===== src/rtl/dataout_buf_pkg.sv =====
// ---------------------------------------------------------------------------
// dataout_buf_pkg
// Shared flit layout and transmit-FSM encoding for the dataout buffer and
// any sink buffers that consume its flits.
//   FLIT_W          : full flit width
//   PAYLOAD_MSB/LSB : payload field bounds inside a flit
//   DEST_MSB/LSB    : destination/control field bounds inside a flit
//   state_t         : transmit FSM state encoding
// ---------------------------------------------------------------------------
package dataout_buf_pkg;

  localparam int FLIT_W      = 20;
  localparam int PAYLOAD_MSB = 19;
  localparam int PAYLOAD_LSB = 4;
  localparam int DEST_MSB    = 3;
  localparam int DEST_LSB    = 0;

  typedef enum logic [1:0] {
    ST_IDLE = 2'd0,
    ST_SEND = 2'd1,
    ST_GAP  = 2'd2,
    ST_DONE = 2'd3
  } state_t;

endpackage


===== src/rtl/flit_ram.sv =====
// ---------------------------------------------------------------------------
// flit_ram
// DEPTH x FLIT_W flit store with one write port and one synchronous read
// port. The read register updates every cycle from raddr.
//   clk   : clock
//   we    : write enable
//   waddr : write address
//   wdata : write flit
//   raddr : read address, sampled on posedge clk
//   rdata : registered read flit
// ---------------------------------------------------------------------------
module flit_ram
  import dataout_buf_pkg::*;
#(
  parameter int DEPTH = 128,
  parameter int AW    = 7
) (
  input  logic              clk,
  input  logic              we,
  input  logic [AW-1:0]     waddr,
  input  logic [FLIT_W-1:0] wdata,
  input  logic [AW-1:0]     raddr,
  output logic [FLIT_W-1:0] rdata
);

  logic [FLIT_W-1:0] mem [DEPTH];

  // Write-first bypass: a flit written to the address being read is
  // forwarded, so a start right after loading entry 0 sees the new flit.
  always_ff @(posedge clk) begin
    if (we) begin
      mem[waddr] <= wdata;
    end
    if (we && (waddr == raddr)) begin
      rdata <= wdata;
    end else begin
      rdata <= mem[raddr];
    end
  end

endmodule


===== src/rtl/dataout_buf.sv =====
// ---------------------------------------------------------------------------
// dataout_buf
// Loads a batch of flits into a local store, then on start streams them out
// over a valid/ready interface, optionally inserting GAP idle cycles after
// each accepted flit. The batch is retained so a later start replays it.
//   clk       : clock
//   rst       : synchronous active-low reset
//   wr_en     : load strobe (IDLE/DONE only)
//   wr_data   : flit to load, [19:4] payload, [3:0] destination/control
//   clr       : empties the store count, returns to IDLE
//   start     : begins transmission of all loaded flits
//   out_ready : downstream accept
//   out_valid : dataout holds a flit
//   dataout   : registered output flit
//   busy      : transmitting (SEND or GAP)
//   done      : batch complete (DONE)
//   sent      : flits accepted in the current run
// ---------------------------------------------------------------------------
module dataout_buf
  import dataout_buf_pkg::*;
#(
  parameter int DEPTH = 128,
  parameter int GAP   = 0
) (
  input  logic              clk,
  input  logic              rst,
  input  logic              wr_en,
  input  logic [FLIT_W-1:0] wr_data,
  input  logic              clr,
  input  logic              start,
  input  logic              out_ready,
  output logic              out_valid,
  output logic [FLIT_W-1:0] dataout,
  output logic              busy,
  output logic              done,
  output logic [7:0]        sent
);

  localparam int         AW       = (DEPTH > 1) ? $clog2(DEPTH) : 1;
  localparam logic [8:0] DEPTH_L  = 9'(DEPTH);
  localparam logic [7:0] GAP_INIT = 8'((GAP > 0) ? GAP - 1 : 0);

  state_t            state;
  logic [7:0]        load_cnt;
  logic [7:0]        rd_ptr;
  logic [7:0]        gap_cnt;
  logic              idle_like;
  logic              handshake;
  logic              last_flit;
  logic              start_go;
  logic              load_go;
  logic [AW-1:0]     rd_addr;
  logic [FLIT_W-1:0] rd_data;

  assign idle_like = (state == ST_IDLE) || (state == ST_DONE);
  assign out_valid = (state == ST_SEND);
  assign busy      = (state == ST_SEND) || (state == ST_GAP);
  assign done      = (state == ST_DONE);
  assign handshake = out_valid && out_ready;
  assign last_flit = ((sent + 8'd1) == load_cnt);

  // clr beats start beats wr_en; the losers are simply dropped.
  assign start_go = idle_like && !clr && start && (load_cnt != 8'd0);
  assign load_go  = idle_like && !clr && !start && wr_en &&
                    ({1'b0, load_cnt} < DEPTH_L);

  // The RAM read register always holds the flit that dataout will take at
  // the next load point: mem[0] while parked, mem[rd_ptr] while sending.
  // The address therefore tracks the value rd_ptr will have after this edge.
  always_comb begin
    rd_addr = '0;
    if (rst) begin
      if (state == ST_SEND) begin
        if (!handshake) begin
          rd_addr = AW'(rd_ptr);
        end else if (!last_flit) begin
          rd_addr = AW'(rd_ptr + 8'd1);
        end
      end else if (state == ST_GAP) begin
        rd_addr = AW'(rd_ptr);
      end else if (start_go) begin
        rd_addr = AW'(8'd1);
      end
    end
  end

  flit_ram #(
    .DEPTH (DEPTH),
    .AW    (AW)
  ) u_ram (
    .clk   (clk),
    .we    (load_go),
    .waddr (AW'(load_cnt)),
    .wdata (wr_data),
    .raddr (rd_addr),
    .rdata (rd_data)
  );

  // Transmit FSM with its counters and the output flit register.
  always_ff @(posedge clk) begin
    if (!rst) begin
      state    <= ST_IDLE;
      load_cnt <= 8'd0;
      rd_ptr   <= 8'd0;
      gap_cnt  <= 8'd0;
      sent     <= 8'd0;
      dataout  <= '0;
    end else begin
      case (state)
        ST_IDLE, ST_DONE: begin
          if (clr) begin
            load_cnt <= 8'd0;
            state    <= ST_IDLE;
          end else if (start_go) begin
            state   <= ST_SEND;
            dataout <= rd_data;
            rd_ptr  <= 8'd1;
            sent    <= 8'd0;
          end else if (load_go) begin
            load_cnt <= load_cnt + 8'd1;
          end
        end
        ST_SEND: begin
          if (handshake) begin
            sent <= sent + 8'd1;
            if (last_flit) begin
              state <= ST_DONE;
            end else begin
              dataout <= rd_data;
              rd_ptr  <= rd_ptr + 8'd1;
              if (GAP > 0) begin
                state   <= ST_GAP;
                gap_cnt <= GAP_INIT;
              end
            end
          end
        end
        ST_GAP: begin
          if (gap_cnt == 8'd0) begin
            state <= ST_SEND;
          end else begin
            gap_cnt <= gap_cnt - 8'd1;
          end
        end
        default: state <= ST_IDLE;
      endcase
    end
  end

endmodule


===== config.mk =====
export PLATFORM = sky130hd
export DESIGN_NAME = dataout_buf
export DESIGN_NICKNAME = d
export VERILOG_FILES = /design/src/rtl/dataout_buf_pkg.sv /design/src/rtl/flit_ram.sv /design/src/rtl/dataout_buf.sv
export SDC_FILE = /design/constraint.sdc
export NUM_CORES = 2
export LEC_CHECK = 0
export ABC_AREA = 0
export CORE_MARGIN = 8
export CORE_UTILIZATION = 57
export DETAILED_ROUTE_END_ITERATION = 10
export DONT_BUFFER_PORTS = 1
export PLACE_DENSITY = 0.75
export REMOVE_ABC_BUFFERS = 1
export SLEW_MARGIN = 20
export SYNTH_ARGS = -nofsm -noshare
export SYNTH_HDL_FRONTEND = slang
export SYNTH_SLANG_ARGS = --single-unit

===== constraint.sdc =====
create_clock -name clk -period 4.6 [get_ports clk]
set_clock_uncertainty 0.1 [all_clocks]
set_input_delay 0.92 -clock clk [delete_from_list [all_inputs] [get_ports clk]]
set_output_delay 0.92 -clock clk [all_outputs]
set_load 0.05 [all_outputs]

==> results.md <==
Outcome:
- The flow ran to the end, and the final reports show no timing, DRC or antenna violations.

Worst setup path:
- The worst register-to-register path ends at u_ram.mem[96][15]$_DFFE_PP_.
- The start of the worst register-to-register path is state[0]$_SDFFE_PN0P_.
- Setup slack on the worst reg-to-reg path comes out at 0.42 ns.
- The sort of element at the start of the critical path is a flip-flop.
- The required time of the critical path is 5.01 ns.
- The capture point of the worst path is u_ram.mem[96][15]$_DFFE_PP_.
- Tracing the worst setup path back leads to its startpoint at state[0]$_SDFFE_PN0P_.
- The worst-case reg-to-reg path depth is 8.
- The data arrival time of the critical path is roughly 4.6 ns.
- Along the worst path, the maximum fanout reaches 20.
- STA classifies the critical path endpoint as a flip-flop.
- The critical path is of the reg -> reg type.

Synth:
- Of the total synthesized cell area, the portion taken by full adders, half adders and majority gates is 0.1123%.
- For this run, the register share of the synthesized area comes to 77.86%.
- The main combinational cell family by area after synthesis is multiplexers.
- By area the synthesized netlist is led by sky130_fd_sc_hd__edfxtp_1 77%, sky130_fd_sc_hd__mux4_2 14%, sky130_fd_sc_hd__dfxtp_1 1.2%.
- The number of warning messages in the yosys log is 0.
- After synthesis, the share of cell area in mux cells is roughly 15%.
- Averaged over all synthesized cells, the footprint is roughly 22 um^2.
- The area share of the largest cell type after synthesis is 76.66%.
- The most frequently used cell type in the post-synthesis netlist is sky130_fd_sc_hd__edfxtp_1.
- The number of enable-type register cells in the synthesized netlist is 2560.
- For this run, the leading register cell type out of synthesis is sky130_fd_sc_hd__edfxtp_1.
- The commonest cells after synthesis are 2560 x sky130_fd_sc_hd__edfxtp_1, 613 x sky130_fd_sc_hd__mux4_2, 155 x sky130_fd_sc_hd__nor2_1.
- After synthesis, the share of flip-flops with an asynchronous set or reset is 0%.
- The post-synthesis compound-gate area fraction is 3.488%.
- Counting flops and latches in the post-synthesis netlist gives 2620.
- Synthesis produced 4551 cells.
- In this run the cell area of the synthesized design comes to 100300 um^2.
- The cell taking the most area after synthesis is sky130_fd_sc_hd__edfxtp_1.
- The count of unique library cells instantiated by Yosys is 70.
- Of the total synthesized cell area, the portion taken by XOR and XNOR cells is 0.1572%.
- Summing the areas of all and, or, nand and nor instances in the mapped netlist gives around 2.0% of the synthesized area.

Placement:
- At the end of routability-driven placement, the weighted congestion stood at between 0.8 and 0.9.
- The total placed cells including tap cells is 6930.
- In this run the tool buffered the top-level ports with 0 buffer cells.
- The wire-length estimate of the detail-placed layout is roughly 140000 um.
- The placed cell area is around 100000 um^2.

Pwr:
- Across the VDD grid, the largest voltage drop is about 0.43 mV.
- In this run the power density over the cells is 439.0 nW/um^2.
- The leakage power of the design is 33.84 nW.

Final layout:
- The synthesis-to-layout area growth is 12.38%.
- The non-filler instance count after layout is between 7000 and 8000.
- The share of final-layout standard cells stronger than drive strength 1 is between 20 and 30%.
- The filler cell count is around 11000.
- With fillers left out, the area of the finished cells amounts to approximately 110000 um^2.
- After the last flow step, the layout net total stands at about 5000.

Routing:
- The post-detailed-route wirelength per cell is ~34 um.
- Wires add up to approximately 250000 um.
- For this run, design rule violations remaining after detail routing come to 0.
- The detail-routed via count per cell is 6.777.
- The number of DRC markers after the initial detailed-route iteration is roughly 7900.
- The via count of the routed design is roughly 50000.
- The remaining number of nets flagged by the antenna check after routing is 0.
- The iteration count of the initial detailed-routing pass is 5.

Timing:
- Setup repair after global routing left no endpoint under its margin.
- At the pin with the least slew margin, the transition time is approximately 1.1 ns.
- The number of pins with negative max-slew slack in the final report is 0.
- The count of endpoints failing hold in the final timing report is 0.
- The smallest clock period supported by the final layout is computed as ~4.2 ns.
- Static timing analysis puts the maximum clock frequency at 239.4 MHz.
- The tightest hold margin is approximately 0.055 ns.
- The final setup violation count is 0.
- The share of the cycle needed by the critical path after routing is between 90% and 100%.
- The relative slew slack is between 20% and 30%.

Clocking:
- The number of buffers between clock root and the deepest sink is 3.
- The clock latency on the worst-skew pair is a little under 0.9 ns.
- The buffer cell driving the clock tree root is sky130_fd_sc_hd__clkbuf_16.
- TritonCTS built the clock tree.
- Clock-pin slew was measured on the worst setup and hold paths at roughly 0.060 ns.
- The total CTS buffers is 238.
- In this run the number of H-tree levels came out at 4.
- The clock sink total is ~2600.

Min path:
- The hold path depth is 0.
- The type of the tightest min-delay check is in -> reg.

Die:
- The initial utilization of the core area, before any placement, comes to 57.13%.
- The row count is 154.
- During I/O placement, the number of pins put on the boundary was between 50 and 60.
- From left edge to right edge, the die measures about 440 um.
- The die area is between 150000 and 200000 um^2.
- Measured along the y axis, the die boundary spans between 400 and 500 um.
- The region available for standard cell placement spans 175500 um^2.

GRT:
- Global routing finished with a remaining overflow of 0.
- The global-route track usage on met1 is about 36%.
- The via count of the first global-routing pass is 49770.
- The first global-routing pass estimated 358800 um of wire.
- Global routing consumed, on the met2 layer, between 40% and 50% of the routing resources.
- met2 is the most crowded layer.
- For met3 alone, demand over resource in global routing was between 5 and 6%.
- The maximum number of pins on one net before global-route repair is 129.
- For this run, the total global-route usage over all layers was measured as a little over a quarter.
- The initial antenna violation count is 10.

Flow run:
- The number of max-cap violations is 0.
-- stage by stage --
stage,TNS [ns],util (%),setup WS (ns),total power [mW]
final,0,64.20,0.4234,49.47
after global routing,0,64.19,0.3508,50.74
after CTS,0,64.19,0.4670,49.66
after detailed placement,0,59.72,0.4535,30.50
after global placement,0,59.71,0.4354,30.47
after floorplan,-527.65,-,-23.83,29.88
-- cell type report --
type / instances / area, um^2 / share of cell area, %
Sequential cell: 2620 / 78090 / 69.29
Multi-Input combinational cell: 1627 / 21100 / 18.72
Clock buffer: 288 / 6163 / 5.469
Tap cell: 2340 / 2928 / 2.598
Timing Repair Buffer: 318 / 2708 / 2.403
Clock inverter: 162 / 1553 / 1.378
Inverter: 38 / 142.6 / 0.1266
Antenna cell: 3 / 7.507 / 0.006662
-- repair_timing --
| action | 4_1_cts | 5_1_grt |
|---|---|---|
| hold buffers | 13 | 0 |
| gates resized for setup | 0 | 0 |
| buffers inserted | 0 | 0 |
| endpoints found under the hold margin | 57 | 0 |
-- worst max-delay path, stage by stage, from the launching register on --
cell	delay (ns)
sky130_fd_sc_hd__dfxtp_1	0.39
sky130_fd_sc_hd__inv_1	0.06
sky130_fd_sc_hd__ha_1	0.37
sky130_fd_sc_hd__or2b_2	0.36
sky130_fd_sc_hd__nor4b_2	0.63
sky130_fd_sc_hd__nand3_1	0.89
sky130_fd_sc_hd__buf_4	0.51
sky130_fd_sc_hd__nor2_2	0.11
sky130_fd_sc_hd__buf_4	0.35
-- sequential cells by signal, indices dropped and copies added, names as in the netlist, named ones only --
name       cells
gap_cnt        8
dataout       20
u_ram.mem   2560
load_cnt       8
rd_ptr         7
sent           8
state          2
-- how the worst min path moves through the flow --
stage | startpoint | endpoint
floorplan | gap_cnt[1]$_SDFFE_PN0P_ | gap_cnt[1]$_SDFFE_PN0P_
global placement | gap_cnt[1]$_SDFFE_PN0P_ | gap_cnt[1]$_SDFFE_PN0P_
detailed placement | gap_cnt[1]$_SDFFE_PN0P_ | gap_cnt[1]$_SDFFE_PN0P_
CTS | wr_data[7] | u_ram.mem[107][7]$_DFFE_PP_
global route | wr_data[3] | u_ram.mem[81][3]$_DFFE_PP_
finish | wr_data[3] | u_ram.mem[81][3]$_DFFE_PP_
-- layer usage --
metal	routed length, um	up-vias
met2	118800	3336
met3	29160	529
li1	-	20000
met4	13480	8
met5	55	-
met1	91910	26250
-- report_power, final --
group / switching, mW / total [mW] / leakage, nW / internal [mW]
Clock: 8.70 / 19.5 / 3.75 / 10.8
Sequential: 0.260 / 26.5 / 23.5 / 26.2
Combinational: 1.77 / 3.52 / 6.60 / 1.75
Total: 10.7 / 49.5 / 33.8 / 38.7
-- cells by family after synthesis --
family                   count (synthesis)
buffers and inverters                  304
AND/OR/NAND/NOR                        404
adder cells (fa/ha/maj)                  9
XOR/XNOR                                18
multiplexers                           728
AO/OA/AOI/OAI                          468
flip-flops                            2620
-- cells in the final DEF (no fill, tap or decap), types with 8 or more instances in the layout --
cell type	Yosys	layout
sky130_fd_sc_hd__nand2_1	42	41
sky130_fd_sc_hd__a21oi_1	46	46
sky130_fd_sc_hd__nor4_1	26	22
sky130_fd_sc_hd__clkinv_1	2	70
sky130_fd_sc_hd__o32ai_1	20	20
sky130_fd_sc_hd__nor2_2	0	124
sky130_fd_sc_hd__o21ai_0	38	32
sky130_fd_sc_hd__nand3_1	26	26
sky130_fd_sc_hd__a22oi_1	30	30
sky130_fd_sc_hd__inv_1	34	34
sky130_fd_sc_hd__bufinv_16	0	21
sky130_fd_sc_hd__a221oi_1	76	76
sky130_fd_sc_hd__clkbuf_16	0	238
sky130_fd_sc_hd__clkbuf_1	119	48
sky130_fd_sc_hd__ha_1	9	9
sky130_fd_sc_hd__mux4_2	613	613
sky130_fd_sc_hd__a22o_1	75	75
sky130_fd_sc_hd__or3_1	11	11
sky130_fd_sc_hd__clkinv_2	0	50
sky130_fd_sc_hd__nor3_1	65	62
sky130_fd_sc_hd__dlygate4sd3_1	0	13
sky130_fd_sc_hd__buf_12	0	23
sky130_fd_sc_hd__nor2b_1	25	23
sky130_fd_sc_hd__nand4_1	11	11
sky130_fd_sc_hd__o221ai_1	41	41
sky130_fd_sc_hd__xnor2_1	13	13
sky130_fd_sc_hd__o22ai_1	99	99
sky130_fd_sc_hd__dfxtp_1	60	56
sky130_fd_sc_hd__nor2_1	155	30
sky130_fd_sc_hd__mux2i_1	109	109
sky130_fd_sc_hd__edfxtp_1	2560	2560
sky130_fd_sc_hd__buf_4	26	282
sky130_fd_sc_hd__clkinv_16	0	8
(Power assumes the default switching activity.)
